$ cat src/rtl/irq_ir_ctrl_if.sv
// Sequencer-facing bundle for the IR/interrupt-injection stage.
// slave = the irq_ir_ctrl block itself; master = the T-state sequencer side.
interface irq_ir_ctrl_if;
    logic        ready;
    logic [2:0]  t;
    logic [2:0]  t_next;
    logic [7:0]  data_in;
    logic        nmi_n;
    logic        irq_n;
    logic        i_flag;

    logic [7:0]  ir;
    logic        sync;
    logic        onecycle;
    logic        twocycle;
    logic [1:0]  int_kind;
    logic [15:0] vector;
    logic        b_flag;
    logic        pc_hold;

    modport slave (
        input  ready, t, t_next, data_in, nmi_n, irq_n, i_flag,
        output ir, sync, onecycle, twocycle, int_kind, vector, b_flag, pc_hold
    );

    modport master (
        output ready, t, t_next, data_in, nmi_n, irq_n, i_flag,
        input  ir, sync, onecycle, twocycle, int_kind, vector, b_flag, pc_hold
    );
endinterface

$ cat src/rtl/irq_ir_ctrl.sv
// Opcode latch with NMI/IRQ/reset BRK injection; ir/int_kind update on the T1 edge.
// ready low stalls all instruction state; NMI/IRQ synchronizers keep running.
module irq_ir_ctrl #(
    parameter logic [15:0] NMI_VEC = 16'hFFFA,
    parameter logic [15:0] RST_VEC = 16'hFFFC,
    parameter logic [15:0] IRQ_VEC = 16'hFFFE
) (
    input  logic         clk,
    input  logic         reset_n,
    irq_ir_ctrl_if.slave bus
);

    localparam logic [2:0] T1        = 3'd1;
    localparam logic [1:0] KIND_BRK  = 2'b00;
    localparam logic [1:0] KIND_IRQ  = 2'b01;
    localparam logic [1:0] KIND_NMI  = 2'b10;
    localparam logic [1:0] KIND_RST  = 2'b11;

    logic       r_nmi_s1, r_nmi_s2, r_nmi_s3;
    logic       r_irq_s1, r_irq_s2;
    logic       r_nmi_pend;
    logic       r_int_req;
    logic       r_req_nmi;
    logic [7:0] r_ir;
    logic [1:0] r_int_kind;
    logic       r_int_active;

    logic       w_nmi_fall;
    logic       w_irq_lvl;
    logic       w_boundary;
    logic       w_latch;
    logic       w_take_nmi;
    logic       w_sync;
    logic       w_force;
    logic [7:0] w_op;
    logic [3:0] w_hi;
    logic [3:0] w_lo;
    logic       w_two;

    // Synchronizers are free-running so edges seen during a stall are not lost.
    always_ff @(posedge clk or negedge reset_n) begin
        if (!reset_n) begin
            r_nmi_s1 <= 1'b1;
            r_nmi_s2 <= 1'b1;
            r_nmi_s3 <= 1'b1;
            r_irq_s1 <= 1'b1;
            r_irq_s2 <= 1'b1;
        end else begin
            r_nmi_s1 <= bus.nmi_n;
            r_nmi_s2 <= r_nmi_s1;
            r_nmi_s3 <= r_nmi_s2;
            r_irq_s1 <= bus.irq_n;
            r_irq_s2 <= r_irq_s1;
        end
    end

    assign w_nmi_fall = r_nmi_s3 & ~r_nmi_s2;
    assign w_irq_lvl  = ~r_irq_s2 & ~bus.i_flag;
    assign w_boundary = bus.ready & (bus.t_next == T1);
    assign w_latch    = bus.ready & (bus.t == T1);
    assign w_take_nmi = w_latch & r_int_req & r_req_nmi;

    always_ff @(posedge clk or negedge reset_n) begin
        if (!reset_n) begin
            r_nmi_pend   <= 1'b0;
            r_int_req    <= 1'b0;
            r_req_nmi    <= 1'b0;
            r_ir         <= 8'h00;
            r_int_kind   <= KIND_RST;
            r_int_active <= 1'b1;
        end else begin
            // A fresh edge coinciding with the service clear must survive.
            if (w_nmi_fall) begin
                r_nmi_pend <= 1'b1;
            end else if (w_take_nmi) begin
                r_nmi_pend <= 1'b0;
            end

            if (w_boundary) begin
                r_int_req <= r_nmi_pend | w_irq_lvl;
                r_req_nmi <= r_nmi_pend;
            end

            if (w_latch) begin
                if (r_int_req) begin
                    r_ir         <= 8'h00;
                    r_int_kind   <= r_req_nmi ? KIND_NMI : KIND_IRQ;
                    r_int_active <= 1'b1;
                end else begin
                    r_ir         <= bus.data_in;
                    r_int_kind   <= KIND_BRK;
                    r_int_active <= 1'b0;
                end
            end
        end
    end

    // Predecode looks at the bus during the fetch so the sequencer can act in T1.
    assign w_sync  = (bus.t == T1);
    assign w_force = w_sync & r_int_req;
    assign w_op    = w_sync ? bus.data_in : r_ir;
    assign w_hi    = w_op[7:4];
    assign w_lo    = w_op[3:0];

    always_comb begin
        w_two = 1'b0;
        case (w_lo)
            4'h8: w_two = w_hi[0] | w_hi[3];
            4'hA: w_two = (~w_hi[3] & ~w_hi[0]) |
                          (w_hi[3] & (w_hi != 4'hD) & (w_hi != 4'hF));
            4'h9: w_two = ~w_hi[0];
            4'h0: w_two = (w_hi == 4'hA) | (w_hi == 4'hC) | (w_hi == 4'hE);
            4'h2: w_two = (w_hi == 4'hA);
            default: w_two = 1'b0;
        endcase
    end

    always_comb begin
        bus.vector = IRQ_VEC;
        case (r_int_kind)
            KIND_NMI: bus.vector = NMI_VEC;
            KIND_RST: bus.vector = RST_VEC;
            default:  bus.vector = IRQ_VEC;
        endcase
    end

    assign bus.ir       = r_ir;
    assign bus.int_kind = r_int_kind;
    assign bus.sync     = w_sync;
    assign bus.onecycle = ~w_force & (w_op[1:0] == 2'b11);
    assign bus.twocycle = ~w_force & w_two;
    assign bus.b_flag   = (r_int_kind == KIND_BRK);
    assign bus.pc_hold  = r_int_active;

endmodule

$ cat src/flat_wrapper.sv
// flat-port wrapper written by rule: the top's interface ports become plain ports
module irq_ir_ctrl_flat 
#(
    parameter logic [15:0] NMI_VEC = 16'hFFFA,
    parameter logic [15:0] RST_VEC = 16'hFFFC,
    parameter logic [15:0] IRQ_VEC = 16'hFFFE
)
  (clk, reset_n, bus_ready, bus_t, bus_t_next, bus_data_in, bus_nmi_n, bus_irq_n, bus_i_flag, bus_ir, bus_sync, bus_onecycle, bus_twocycle, bus_int_kind, bus_vector, bus_b_flag, bus_pc_hold);
  irq_ir_ctrl_if bus_i ();
  input  logic clk;
  input  logic reset_n;
  input wire logic [$bits(bus_i.ready)-1:0] bus_ready;
  input wire logic [$bits(bus_i.t)-1:0] bus_t;
  input wire logic [$bits(bus_i.t_next)-1:0] bus_t_next;
  input wire logic [$bits(bus_i.data_in)-1:0] bus_data_in;
  input wire logic [$bits(bus_i.nmi_n)-1:0] bus_nmi_n;
  input wire logic [$bits(bus_i.irq_n)-1:0] bus_irq_n;
  input wire logic [$bits(bus_i.i_flag)-1:0] bus_i_flag;
  output wire logic [$bits(bus_i.ir)-1:0] bus_ir;
  output wire logic [$bits(bus_i.sync)-1:0] bus_sync;
  output wire logic [$bits(bus_i.onecycle)-1:0] bus_onecycle;
  output wire logic [$bits(bus_i.twocycle)-1:0] bus_twocycle;
  output wire logic [$bits(bus_i.int_kind)-1:0] bus_int_kind;
  output wire logic [$bits(bus_i.vector)-1:0] bus_vector;
  output wire logic [$bits(bus_i.b_flag)-1:0] bus_b_flag;
  output wire logic [$bits(bus_i.pc_hold)-1:0] bus_pc_hold;
  assign bus_i.ready = bus_ready;
  assign bus_i.t = bus_t;
  assign bus_i.t_next = bus_t_next;
  assign bus_i.data_in = bus_data_in;
  assign bus_i.nmi_n = bus_nmi_n;
  assign bus_i.irq_n = bus_irq_n;
  assign bus_i.i_flag = bus_i_flag;
  assign bus_ir = bus_i.ir;
  assign bus_sync = bus_i.sync;
  assign bus_onecycle = bus_i.onecycle;
  assign bus_twocycle = bus_i.twocycle;
  assign bus_int_kind = bus_i.int_kind;
  assign bus_vector = bus_i.vector;
  assign bus_b_flag = bus_i.b_flag;
  assign bus_pc_hold = bus_i.pc_hold;
  irq_ir_ctrl #(.NMI_VEC(NMI_VEC), .RST_VEC(RST_VEC), .IRQ_VEC(IRQ_VEC)) u_core (.clk(clk), .reset_n(reset_n), .bus(bus_i));
endmodule
$ cat config.mk
export PLATFORM = sky130hd
export DESIGN_NAME = irq_ir_ctrl_flat
export DESIGN_NICKNAME = d
export VERILOG_FILES = /design/src/rtl/irq_ir_ctrl_if.sv /design/src/rtl/irq_ir_ctrl.sv /design/src/flat_wrapper.sv
export SDC_FILE = /design/constraint.sdc
export NUM_CORES = 1
export LEC_CHECK = 0
export ABC_AREA = 1
export CAP_MARGIN = 10
export CORE_MARGIN = 2
export CORE_UTILIZATION = 36
export DETAILED_ROUTE_END_ITERATION = 6
export GPL_TIMING_DRIVEN = 0
export PLACE_DENSITY_LB_ADDON = 0.2
export SKIP_CTS_REPAIR_TIMING = 1
export SLEW_MARGIN = 5
export SYNTH_ARGS = -nofsm -noshare
export SYNTH_HDL_FRONTEND = slang
export SYNTH_SLANG_ARGS = --single-unit
$ cat constraint.sdc
create_clock -name clk -period 1 [get_ports clk]
set_input_delay 0.1 -clock clk [delete_from_list [all_inputs] [get_ports clk]]
set_output_delay 0.1 -clock clk [all_outputs]
set_load 0.01 [all_outputs]
Word-level counts from Yosys, hierarchy flattened
Index checks and enable logic that the tools add are counted.
- equal/unequal tests: 14
- multiplexer cells: 9
- bitwise operators: 23
- reductions and logical operators: 3
- operators with widths (cell ; count):
    $eq A4 B4 Y1 const B ; 6
    $mux W8 ; 2
    $and A1 B1 Y1 ; 12
    $ne A4 B4 Y1 const B ; 2
    $eq A2 B2 Y1 const B ; 3
    $eq A3 B1 Y1 const B ; 2
    $not A1 Y1 ; 6
    $pmux W3 S2 ; 1
    $or A1 B1 Y1 ; 5
    $pmux W1 S5 ; 1
    $eq A4 B2 Y1 const B ; 1
    $logic_not A4 Y1 ; 1
    $mux W2 ; 2
    $mux W1 ; 3
    $logic_not A2 Y1 ; 1
    $reduce_bool A2 Y1 ; 1
- register bits: 19
- input bits: 20
- output and inout bits: 31
- word-level logic and storage cells: 60

Logic depth before layout (Yosys ltp)
- depth after elaboration: 8
- mapped depth: 11
- depth with buffers taken out: 10

Worst setup path before layout
Ideal clock, no wire load.
- kind: register to output
- start point: register u_core.r_ir[4], in the netlist u_core.bus.ir[4]
- end point: output bus_twocycle
- arrival: 1.119 ns
- data required time: 0.900 ns
- slack: -0.219 ns
- stages on the path, launching flop included: 7
- path buffers: 0
- path through: dfrtp_1 inv_1 nand2_1 o21ai_1 nand3_1 or2_1 a21oi_2
- longest elaborated chain between the ends: 7
- elaborated cells on any way between the ends: 16
- those cells by class: 5 x eq/ne; 2 x mux; 9 x bitwise
- ends and longest elaborated chain (item ; line ; text):
    from (decl) ; irq_ir_ctrl.sv:24 ; logic [7:0] r_ir;
    from (signal assigned) ; irq_ir_ctrl.sv:90 ; r_ir <= bus.data_in;
    $mux W8 * ; irq_ir_ctrl.sv:101 ; assign w_op = w_sync ? bus.data_in : r_ir;
    $ne A4 B4 Y1 ; irq_ir_ctrl.sv:110 ; (w_hi[3] & (w_hi != 4'hD) & (w_hi != 4'hF));
    $and A1 B1 Y1 (2 in series) ; irq_ir_ctrl.sv:110 ;
    $or A1 B1 Y1 ; irq_ir_ctrl.sv:109 ; 4'hA: w_two = (~w_hi[3] & ~w_hi[0]) |
    $pmux W1 S5 * ; irq_ir_ctrl.sv:107 ; case (w_lo)
    $and A1 B1 Y1 * ; irq_ir_ctrl.sv:131 ; assign bus.twocycle = ~w_force & w_two;
    to (decl) ; flat_wrapper.sv:22 ; output wire logic [$bits(bus_i.twocycle)-1:0] bus_twocycle;
Every way passes the cells marked *; elsewhere a longest branch is shown, timed or not.

Final worst setup path
Ends and elaborated chain as after synthesis.

==> tab_implementation.tex <==
\begin{tabular}{lr}
\hline
Metric & Value \\
\hline
\multicolumn{2}{l}{\textbf{Timing}} \\
\quad Slew of the pin with the lowest slew margin & 0.839 ns \\
\quad Count of pins over their slew limit & 0 \\
\quad Highest Clock Rate & 0.606 GHz \\
\quad Final Skew & 0.0135 ns \\
\quad Slew headroom & 43.9\% \\
\quad Number of setup violations in the final report & 10 \\
\quad Number of hold-slack violations in the final timing report & 0 \\
\quad Worst Hold Slack & approximately 0.14 ns \\
\quad Minimum clock period after layout & between 1.5 and 2 ns \\
\quad RSZ-0062 raised after global routing & true \\
\quad Part of the cycle the worst path needs & 165\% \\
\quad Setup ws final & -0.650 ns \\
\multicolumn{2}{l}{\textbf{Place}} \\
\quad Number of input and output port buffers inserted & 36 \\
\quad Placer congestion estimate & between 0.8 and 0.9 \\
\quad Placed inst area & between 0.0015 and 0.002 sq mm \\
\quad DP Wirelength & 1.93 mm \\
\multicolumn{2}{l}{\textbf{GRT}} \\
\quad Maximum number of pins on one net before global-route repair & 20 \\
\quad GR Util All Layers & between 10\% and 20\% \\
\quad Overflow left after global routing & 0 \\
\quad Initial antenna violation count & 0 \\
\quad Global-route wire length before repair & $\sim$4 mm \\
\quad Number of global-route vias before repair & around 880 \\
\multicolumn{2}{l}{\textbf{Min path}} \\
\quad Worst min-delay path endpoint & u\_core.bus.ir[1] \\
\quad Hold Crit Class & input port to flip-flop \\
\quad Hold path startpoint & bus\_t[1] \\
\quad Cell count of the worst hold path & 4 \\
\multicolumn{2}{l}{\textbf{Drt}} \\
\quad Detailed-route DRC error count & 0 \\
\quad Final routed wirelength across all metal layers & 2.87 mm \\
\quad Via count & 1,056 \\
\quad Met1 WL & $\sim$1.2 mm \\
\quad Per-cell routed wire length & between 10 and 15 microns \\
\quad Antenna Nets Post-Route & 0 \\
\quad Routed met3 length & 166 microns \\
\quad Highest metal layer with signal wires & met4 \\
\quad DR iter-0 viols & 24 \\
\quad Router iterations before antenna repair & 4 \\
\quad DR WL met2 & 1.48 mm \\
\quad Vias/cell & $\sim$4.6 \\
\multicolumn{2}{l}{\textbf{Floorplan}} \\
\quad Ports placed on the boundary & 51 \\
\quad Standard cell core area & between 0.002 and 0.003 sq mm \\
\quad Starting density of the core & 38.1\% \\
\quad Vertical die dimension & a little under 60 microns \\
\quad Number of core rows & 19 \\
\quad Die area & 0.00340 sq mm \\
\quad Chip Width & between 50 and 60 microns \\
\multicolumn{2}{l}{\textbf{CTS}} \\
\quad Clock slew at the register clock pins of the worst setup and hold paths & 0.12 ns \\
\quad CTS Root Buffer Type & sky130\_fd\_sc\_hd\_\_clkbuf\_4 \\
\quad Longest Clk Path Bufs & 2 \\
\quad Clock tree from TritonCTS & built \\
\quad Number of levels in the clock H-tree & 1 \\
\quad Sinks on the clock net & 19 \\
\quad Clock network latency to the later pin of the worst-skew pair & 0.32 ns \\
\quad Clock buffer count from CTS & 3 \\
\multicolumn{2}{l}{\textbf{Critical path}} \\
\quad Crit path required time & approximately 0.90 ns \\
\quad Kind of cell adding the most delay to the critical path & flip-flops \\
\quad Startpoint of the worst-slack reg-to-reg timing path & u\_core.bus.int\_kind[0] \\
\quad Depth of the worst register-to-register path & 3 \\
\quad Combined buffer and inverter count along the critical path & 2 \\
\quad Largest driver fanout on the critical path & 3 \\
\quad Cell Chain, Critical Path & inv\_2 -> nand2\_2 -> o21ai\_4 -> nand3\_1 -> or2\_1 -> a21oi\_2 -> buf\_2 \\
\quad Worst path slowest cell & sky130\_fd\_sc\_hd\_\_dfrtp\_1 \\
\quad Reg2reg setup slack & 0 ns \\
\quad Arrival time at the worst endpoint & around 1.6 ns \\
\quad Worst setup path class & flip-flop to output port \\
\quad Setup crit start kind & flip-flop \\
\quad Reg-to-reg critical path endpoint & u\_core.bus.int\_kind[0] \\
\quad Critical Path End Type & output port \\
\quad Biggest cell delay along the critical path & between 0.4 and 0.5 ns \\
\multicolumn{2}{l}{\textbf{Power and ir drop}} \\
\quad Total power density per cell area & between 1000 and 1500 mW/mm\^{}2 \\
\quad Worst ir drop on vdd & about 840 uV \\
\quad Leakage & about 0.00087 uW \\
\multicolumn{2}{l}{\textbf{Logic synthesis}} \\
\quad Leading area contributor after synthesis & sky130\_fd\_sc\_hd\_\_dfrtp\_1 \\
\quad Yosys synthesis warning count & 0 \\
\quad Ranking of synthesized cells by area & sky130\_fd\_sc\_hd\_\_dfrtp\_1 26\%, sky130\_fd\_sc\_hd\_\_dfstp\_2 20\%, sky130\_fd\_sc\_hd\_\_buf\_4 11\% \\
\quad Flop and latch count out of synthesis & 19 \\
\quad Post-Syn Instances & approximately 130 \\
\quad Part of the Yosys area used for sequential elements & 45.8\% \\
\quad Portion of synthesized cell area occupied by the leading cell type & between 20\% and 30\% \\
\quad Average footprint of a synthesized cell & $\sim$8 sq um \\
\quad Post-synth design cell area & around 0.0011 sq mm \\
\quad Number of library cell types mapped by synthesis & 23 \\
\multicolumn{2}{l}{\textbf{Job}} \\
\quad Total of max-cap violations & 0 \\
\multicolumn{2}{l}{\textbf{Outcome}} \\
\quad Violations in the final reports & negative setup slack \\
\quad Status & complete, but fails checks \\
\multicolumn{2}{l}{\textbf{Cells and area}} \\
\quad Flip-flop count of the largest register after layout & 8 \\
\quad Register area & around 490 sq um \\
\quad Number of nets in the finished design & between 200 and 250 \\
\quad Share of final-layout standard cells stronger than drive strength 1 & between 50\% and 60\% \\
\quad Layout fillers & around 250 \\
\quad Synth-to-Final Area Change & 62.1\% \\
\quad Multi-input logic area & 515 sq um \\
\quad Final design area excluding fillers & between 0.0015 and 0.002 sq mm \\
\quad Diodes inserted & 0 \\
\hline
\end{tabular}
-- per-layer routing --
layer  global-route usage (%)  up-vias
li1                         -      526
met1                     18.5      480
met2                     26.0       44
met3                     4.62        6
met4                     6.98        0
met5                        0        -
-- worst max path at each step --
stage / start / to / slack (ns) / cells past startpoint
2_1_floorplan: u_core.bus.ir[4] / bus_twocycle / -0.15 / 6
3_3_place_gp: bus_t[0] / bus_twocycle / -1.20 / 10
3_5_place_dp: bus_t[0] / bus_twocycle / -1.23 / 10
4_1_cts: bus_t[0] / bus_twocycle / -1.23 / 10
5_1_grt: u_core.bus.ir[4] / bus_twocycle / -0.72 / 7
6_report: u_core.bus.ir[4] / bus_twocycle / -0.65 / 7
-- area by class of cell --
class                   count  share of cell area [%]
clock inverters             1                   0.291
flip-flops and latches     19                    28.3
repair buffers             51                    25.2
plain buffers              17                    8.29
multi-input cells          88                    30.0
well taps                  31                    2.25
clock buffers               3                    1.31
inverters                  19                    4.44
-- synthesized netlist by cell type (all sizes together) --
| cell | number |
|---|---|
| nand2 | 32 |
| a22oi | 1 |
| inv | 18 |
| or2 | 2 |
| nand3 | 8 |
| conb | 2 |
| nor2 | 5 |
| buf | 17 |
| dfstp | 8 |
| nand4 | 2 |
| o21ai | 15 |
| o22ai | 6 |
| clkinv | 1 |
| dfrtp | 11 |
| a21oi | 3 |
-- kinds of logic after synthesis --
kind of cell	after synthesis	synth area share, %
AND/OR/NAND/NOR	49	20.6
buffers and inverters	36	19.5
AO/OA/AOI/OAI	25	13.4
flip-flops	19	45.8
other	2	0.708
-- power by group --
group          internal, uW  leakage [uW]  switching (uW)
clock network           150     0.0000177             263
registers               884      0.000221            72.8
logic                   420      0.000628             395
total                  1450      0.000867             731
-- through the flow --
step	total power, uW	instances	utilization, %	setup TNS [ns]	worst slack, ns
after floorplan	1300	143	-	-0.152	-0.152
after global placement	1640	210	54.3	-13.00	-1.20
after detailed placement	1660	210	54.3	-13.59	-1.23
after CTS	2070	214	55.2	-11.83	-1.23
after global routing	2320	229	61.9	-2.71	-0.722
final	2180	229	61.9	-2.17	-0.650
-- worst min-delay path, stage by stage --
cell	delay, ns
sky130_fd_sc_hd__buf_6	0.07
sky130_fd_sc_hd__inv_4	0.04
sky130_fd_sc_hd__nand4_1	0.14
sky130_fd_sc_hd__o22ai_2	0.09
-- layout by cell type, fill, tap and decap left out, drive strengths merged --
cell type	netlist	layout
nand2	32	32
dfrtp	11	11
conb	2	14
buf	17	42
clkdlybuf4s50	0	16
nand4	2	2
a22oi	1	1
dlymetal6s2s	0	2
clkinv	1	2
o21ai	15	15
inv	18	18
or2	2	2
a21oi	3	3
dfstp	8	8
nand3	8	8
nor2	5	5
o22ai	6	6
clkbuf	0	11
Note: power is estimated with default switching activity, not from simulation.
